==> config.mk <==
export PLATFORM = sky130hd
export DESIGN_NAME = seg_scan_reg
export DESIGN_NICKNAME = d
export VERILOG_FILES = /design/src/rtl/seg_scan_reg.sv
export SDC_FILE = /design/constraint.sdc
export NUM_CORES = 1
export LEC_CHECK = 0
export ABC_AREA = 1
export ABC_CLOCK_PERIOD_IN_PS = 2000
export BUFFER_PORTS_ARGS = -buffer_cell sky130_fd_sc_hd__buf_4
export CAP_MARGIN = 40
export CELL_PAD_IN_SITES_DETAIL_PLACEMENT = 1
export CELL_PAD_IN_SITES_GLOBAL_PLACEMENT = 1
export CORE_MARGIN = 2
export CORE_UTILIZATION = 30
export CTS_CLUSTER_DIAMETER = 40
export DETAILED_ROUTE_END_ITERATION = 8
export PLACE_DENSITY = 0.67
export SYNTH_ARGS = -nofsm -noshare
export SYNTH_HDL_FRONTEND = slang
export SYNTH_SLANG_ARGS = --single-unit
==> constraint.sdc <==
create_clock -name clk -period 2 [get_ports clk]
set_clock_uncertainty 0.2 [all_clocks]
set_input_delay 0.4 -clock clk [delete_from_list [all_inputs] [get_ports clk]]
set_output_delay 0.4 -clock clk [all_outputs]
set_load 0.005 [all_outputs]
==> src/rtl/seg_scan_reg.sv <==
// seg_scan_reg: multiplexed 7-segment display register.
//
// Holds NUM_DIGITS hex digits. Each digit has a decimal-point flag and a
// blank flag. A registered read port returns the decoded pattern of any
// position. A free-running scan engine drives one digit at a time onto a
// shared segment bus, with a one-hot digit select.
//
// Ports:
//   clk       rising-edge system clock
//   rst_n     synchronous active-low reset
//   wr_en     write strobe; a write to wr_pos >= NUM_DIGITS is dropped
//   wr_pos    target position
//   wr_data   hex value
//   wr_dp     decimal-point flag
//   wr_blank  1 = position shows nothing
//   wr_blink  blink-enable flag (only present with SEG_BLINK_EN)
//   rd_pos    read position
//   rd_seg    {dp,g,f,e,d,c,b,a} of rd_pos, active-high, 1-cycle latency
//   seg       scanned segment bus; inverted when SEG_ACTIVE_LOW
//   dig_sel   one-hot digit enable; inverted when SEG_ACTIVE_LOW
//   scan_tick one-cycle pulse when the scan index advances
//
// Optional feature (macro SEG_BLINK_EN): per-digit blink. A phase bit toggles
// every BLINK_FRAMES complete frames. While the phase bit is 1, blinking
// digits drive all segments off. Without the macro, the display behaves as
// if the phase bit is always 0.
module seg_scan_reg #(
  parameter int NUM_DIGITS     = 8,
  parameter int PRESCALE       = 1000,
  parameter bit SEG_ACTIVE_LOW = 1'b1,
  parameter int BLINK_FRAMES   = 64,
  localparam int POS_W         = $clog2(NUM_DIGITS)
) (
  input  logic                  clk,
  input  logic                  rst_n,
  input  logic                  wr_en,
  input  logic [POS_W-1:0]      wr_pos,
  input  logic [3:0]            wr_data,
  input  logic                  wr_dp,
  input  logic                  wr_blank,
`ifdef SEG_BLINK_EN
  input  logic                  wr_blink,
`endif
  input  logic [POS_W-1:0]      rd_pos,
  output logic [7:0]            rd_seg,
  output logic [7:0]            seg,
  output logic [NUM_DIGITS-1:0] dig_sel,
  output logic                  scan_tick
);

  localparam int                  PS_W    = $clog2(PRESCALE);
  localparam logic [POS_W:0]      ND      = (POS_W+1)'(NUM_DIGITS);
  localparam logic [POS_W-1:0]    LAST    = POS_W'(NUM_DIGITS - 1);
  localparam logic [PS_W-1:0]     PS_LAST = PS_W'(PRESCALE - 1);
  // The "off" level of each pin bus. XOR with it applies the pin polarity.
  localparam logic [7:0]            SEG_OFF = SEG_ACTIVE_LOW ? 8'hFF : 8'h00;
  localparam logic [NUM_DIGITS-1:0] SEL_OFF = SEG_ACTIVE_LOW ? '1 : '0;

  if (NUM_DIGITS < 2 || NUM_DIGITS > 16) begin : g_bad_digits
    $error("seg_scan_reg: NUM_DIGITS must be 2..16");
  end
  if (PRESCALE < 2) begin : g_bad_prescale
    $error("seg_scan_reg: PRESCALE must be >= 2");
  end
  if (BLINK_FRAMES < 1) begin : g_bad_blink
    $error("seg_scan_reg: BLINK_FRAMES must be >= 1");
  end

  function automatic logic [6:0] decode(input logic [3:0] v);
    case (v)
      4'h0: decode = 7'h3F;  4'h1: decode = 7'h06;
      4'h2: decode = 7'h5B;  4'h3: decode = 7'h4F;
      4'h4: decode = 7'h66;  4'h5: decode = 7'h6D;
      4'h6: decode = 7'h7D;  4'h7: decode = 7'h07;
      4'h8: decode = 7'h7F;  4'h9: decode = 7'h6F;
      4'hA: decode = 7'h77;  4'hB: decode = 7'h7C;
      4'hC: decode = 7'h39;  4'hD: decode = 7'h5E;
      4'hE: decode = 7'h79;  default: decode = 7'h71;
    endcase
  endfunction

  function automatic logic [7:0] pattern(input logic [3:0] v, input logic dp, input logic bl);
    pattern = bl ? 8'h00 : {dp, decode(v)};
  endfunction

  logic [3:0]            val_q   [NUM_DIGITS];
  logic                  dp_q    [NUM_DIGITS];
  logic                  blank_q [NUM_DIGITS];
  logic [PS_W-1:0]       cnt_q;
  logic [POS_W-1:0]      idx_q;
  logic                  step;
  logic [7:0]            rd_pat;
  logic [7:0]            disp_pat;
  logic [NUM_DIGITS-1:0] sel_oh;
  logic [7:0]            rd_seg_p1;
  logic [7:0]            seg_p1;
  logic [NUM_DIGITS-1:0] dig_sel_p1;
  logic                  scan_tick_p1;

  assign step = (cnt_q == PS_LAST);

  always_ff @(posedge clk) begin
    if (!rst_n) begin
      for (int i = 0; i < NUM_DIGITS; i++) begin
        val_q[i]   <= 4'h0;
        dp_q[i]    <= 1'b0;
        blank_q[i] <= 1'b1;
      end
    end else if (wr_en && ({1'b0, wr_pos} < ND)) begin
      val_q[wr_pos]   <= wr_data;
      dp_q[wr_pos]    <= wr_dp;
      blank_q[wr_pos] <= wr_blank;
    end
  end

  always_ff @(posedge clk) begin
    if (!rst_n) begin
      cnt_q        <= '0;
      idx_q        <= '0;
      scan_tick_p1 <= 1'b0;
    end else begin
      scan_tick_p1 <= step;
      if (step) begin
        cnt_q <= '0;
        idx_q <= (idx_q == LAST) ? '0 : idx_q + 1'b1;
      end else begin
        cnt_q <= cnt_q + 1'b1;
      end
    end
  end

`ifdef SEG_BLINK_EN
  localparam int              BF_W    = (BLINK_FRAMES > 1) ? $clog2(BLINK_FRAMES) : 1;
  localparam logic [BF_W-1:0] BF_LAST = BF_W'(BLINK_FRAMES - 1);

  logic            blink_q [NUM_DIGITS];
  logic [BF_W-1:0] frame_q;
  logic            phase_q;

  always_ff @(posedge clk) begin
    if (!rst_n) begin
      for (int i = 0; i < NUM_DIGITS; i++) blink_q[i] <= 1'b0;
    end else if (wr_en && ({1'b0, wr_pos} < ND)) begin
      blink_q[wr_pos] <= wr_blink;
    end
  end

  // A frame completes when the index wraps from the last digit back to 0.
  always_ff @(posedge clk) begin
    if (!rst_n) begin
      frame_q <= '0;
      phase_q <= 1'b0;
    end else if (step && (idx_q == LAST)) begin
      if (frame_q == BF_LAST) begin
        frame_q <= '0;
        phase_q <= ~phase_q;
      end else begin
        frame_q <= frame_q + 1'b1;
      end
    end
  end
`endif

  always_comb begin
    rd_pat = 8'h00;
    if ({1'b0, rd_pos} < ND) rd_pat = pattern(val_q[rd_pos], dp_q[rd_pos], blank_q[rd_pos]);
    disp_pat = pattern(val_q[idx_q], dp_q[idx_q], blank_q[idx_q]);
`ifdef SEG_BLINK_EN
    if (phase_q && blink_q[idx_q]) disp_pat = 8'h00;
`endif
    sel_oh        = '0;
    sel_oh[idx_q] = 1'b1;
  end

  // Stage p1: output registers. Storage is read before this edge's write.
  always_ff @(posedge clk) begin
    if (!rst_n) begin
      rd_seg_p1  <= 8'h00;
      seg_p1     <= SEG_OFF;
      dig_sel_p1 <= SEL_OFF;
    end else begin
      rd_seg_p1  <= rd_pat;
      seg_p1     <= disp_pat ^ SEG_OFF;
      dig_sel_p1 <= sel_oh ^ SEL_OFF;
    end
  end

  assign rd_seg    = rd_seg_p1;
  assign seg       = seg_p1;
  assign dig_sel   = dig_sel_p1;
  assign scan_tick = scan_tick_p1;

endmodule

==> flow_metrics.tcl <==
set metrics [dict create \
    drc 0 \
    timing.final.max_slew_violations 0 \
    ios 40 \
    drt_iter0_drc 218 \
    cts_hold_buf 0 \
    syn2layout_area_growth_pct 27.0 \
    portBuffers 39 \
    clkPwrFrac_pct 39.3 \
    switching_share_pct 28.3 \
    antenna_found_initial 0 \
    status "finished clean" \
    initial_core_util_pct 31.0 \
    grt_pass1_wl_mm 20.6 \
    fmax_mhz 510 \
    rrSetupSlack_ps 40 \
    worstMarginPinSlew_ps 364 \
    drive_above_1_share_pct 23.9 \
    ff_latch_area_um2 2190 \
    ys.flop_type "dfxtp_1" \
    wl_per_cell_um 15.7 \
    p_comb_share_pct 13.4 \
    synth_top_area_share_pct 26.5 \
    crit_required_ps 2040 \
    grt_pass1_vias 4108 \
    synthDistinctLibCells 30 \
    setup_viol 0 \
    yosysMostFrequentCell "nand2_1" \
    hold_viol_final 0 \
    switchingPower_mw 1.22 \
    critPathMaxFanout 5 \
    routabilityCongestion 0.827 \
    tns_ps 0 \
    die_h_um 127 \
    place_ws_ps -102 \
    path_clk_slew_ps 70 \
    ys_top_cells_by_area "edfxtp_1 (26%), dfxtp_1 (22%), nand2_1 (11%), nor2_1 (6.8%), nand3_1 (6.6%)" \
    ys_ff_latch 89 \
    diodes 0 \
    die_x_um 127 \
    yosys.area_share.simple_pct 30.5 \
    hpwlAfterDp_mm 9.61 \
    viasPerCell 4.85 \
    syn-cell-area_um2 4530 \
    cp_data_arrival_time_ps 2000 \
    finalCriticalPeriod_ps 1960 \
    pwr_density_cell_nw_per_um2 748 \
    grt_setup_unrepaired "true" \
    fill_cells 1759 \
    clockBufferDepth 2 \
    clock_sinks 89 \
    post-route-period-util_pct 97.9 \
    sequentialPowerShare_pct 47.3 \
    startpoint_type "flop" \
    synth_compound_area_share_pct 8.36 \
    syn-instance-count 572 \
    placementRows 44 \
    vdd_ir_drop_max_mv 0.391 \
    synth_fa_ha_area_share_pct 4.42 \
    synthMuxAreaShare_pct 0 \
    synth_top_family_by_area "simple AND/OR/NAND/NOR gates" \
    yosysTopAreaCell "edfxtp_1" \
    overflow 0 \
    synthTopCellsByCount "nand2_1 (135), nor2_1 (82), inv_1 (61)" \
    cts_tree "done" \
    grt_usage_pct 16.4 \
    hold_path.class "input port to flop" \
    p_int_mw 3.09 \
    totalWireLength_mm 13.1 \
    cts_buffers 9 \
    synth-edff-count 40 \
    utilization_pct 39.3 \
    clockRootBuffer "clkbuf_16" \
    p_total_mw 4.31 \
    crit_path_end_kind "flop" \
    leakage_nw 2.45 \
    fin_nets 674 \
    design.core.area_um2 14600 \
    setup_ws_ps 41.1 \
    syn_avg_cell_area_um2 7.92 \
    synthArstFlopShare_pct 0 \
    stdcell_count 832 \
    ys_seq_area_share_pct 48.1 \
    grt_max_degree 25 \
    h-tree-depth 3 \
    first_pass_iters 4 \
    syn_nets 603 \
    synthXorXnorAreaFrac_pct 0.386 \
    slew_headroom_pct 75.7 \
    worstSkewPairLatency_ps 360 \
    ant_nets 0 \
    dpl.cell_count 812 \
    dieArea_um2 16100 \
    synth_warnings 0 \
    crit_type "flop to flop" \
    vias 4034 \
    maxCapViolCount 0 \
    multi_input_area_um2 2140 \
]
-- final timing paths --
path                                     startpoint                   to  depth (start not counted)
worst max-delay path                           flop    seg[0]$_SDFF_PN1_                         12
worst min-delay path                          wr_dp      dp_q[7]$_DFF_P_                          3
worst max register to register                 flop    seg[0]$_SDFF_PN1_                         12
worst min register to register  cnt_q[0]$_SDFF_PP0_  cnt_q[0]$_SDFF_PP0_                          1
-- power by group through the flow --
| stage | Combinational [mW] | Clock [mW] | Sequential [mW] |
|---|---|---|---|
| floorplan | 0.336 | 0 | 2.06 |
| global placement | 0.514 | 0 | 2.07 |
| detailed placement | 0.531 | 0 | 2.08 |
| CTS | 0.535 | 1.74 | 2.03 |
| global route | 0.646 | 1.80 | 2.04 |
| finish | 0.578 | 1.69 | 2.04 |
-- per-stage QoR --
stage / hold WS (ps) / instance area [µm²]
detailed placement: 263 / 5250
finish: 236 / 5760
global route: 257 / 5760
floorplan: 230 / 4580
CTS: 227 / 5560
global placement: 242 / 5250
-- final cells by class --
| class | instances | share of cell area, % |
|---|---|---|
| sequential | 89 | 38.0 |
| multi-input combinational | 398 | 37.1 |
| timing repair buffer | 76 | 11.2 |
| inverter | 69 | 4.57 |
| tap | 184 | 4.00 |
| clock buffer | 9 | 3.91 |
| clock inverter | 7 | 1.24 |
-- repair_timing --
item                       4_1_cts  5_1_grt
gates resized for setup          4       36
buffers inserted                 0        2
pin swaps                        1       22
setup endpoints to repair        2       14
cloned                           0        2
-- metal layers --
metal / global-route usage (%) / vias to the layer above / share of wire [%]
li1: - / 2006 / -
met1: 20.3 / 1939 / 45
met2: 28.0 / 71 / 50
met3: 2.40 / 18 / 2.9
met4: 8.02 / 0 / 2.5
met5: 0 / - / 0
-- state kept, by name, summed over array words and instances, names as in the netlist, named ones only --
name and count:
idx_q 3, scan_tick 1, rd_seg 8, seg 8, val_q 32, blank_q 8
dp_q 8, dig_sel 8, cnt_q 10
-- layout by cell type (no fill, tap or decap), types with 11 or more instances in the layout --
cell and instances:
dfxtp_1 47, buf_4 69, nand2_2 12, inv_1 56
inv_2 11, nand2_1 130, nand3_1 57, nor2_1 82
edfxtp_1 40, o21ai_0 24, clkbuf_16 11, a21oi_1 18
-- worst max-delay path: stages (launching register included) --
cell and delay [ps]:
dfxtp_2 330, buf_12 130, buf_4 140, a21oi_1 110, o21ai_1 100, nand3_1 110, o21ai_2 70, buf_6 130
ha_1 200, inv_2 70, nand3_1 100, nand3_1 90, nand3_1 70
-- kinds of logic after synthesis --
kind of cell / after synthesis
AO/OA/AOI/OAI: 71
XOR/XNOR: 2
adder cells (fa/ha/maj): 16
buffers and inverters: 85
flip-flops: 89
AND/OR/NAND/NOR: 309
(Power assumes the default switching activity.)
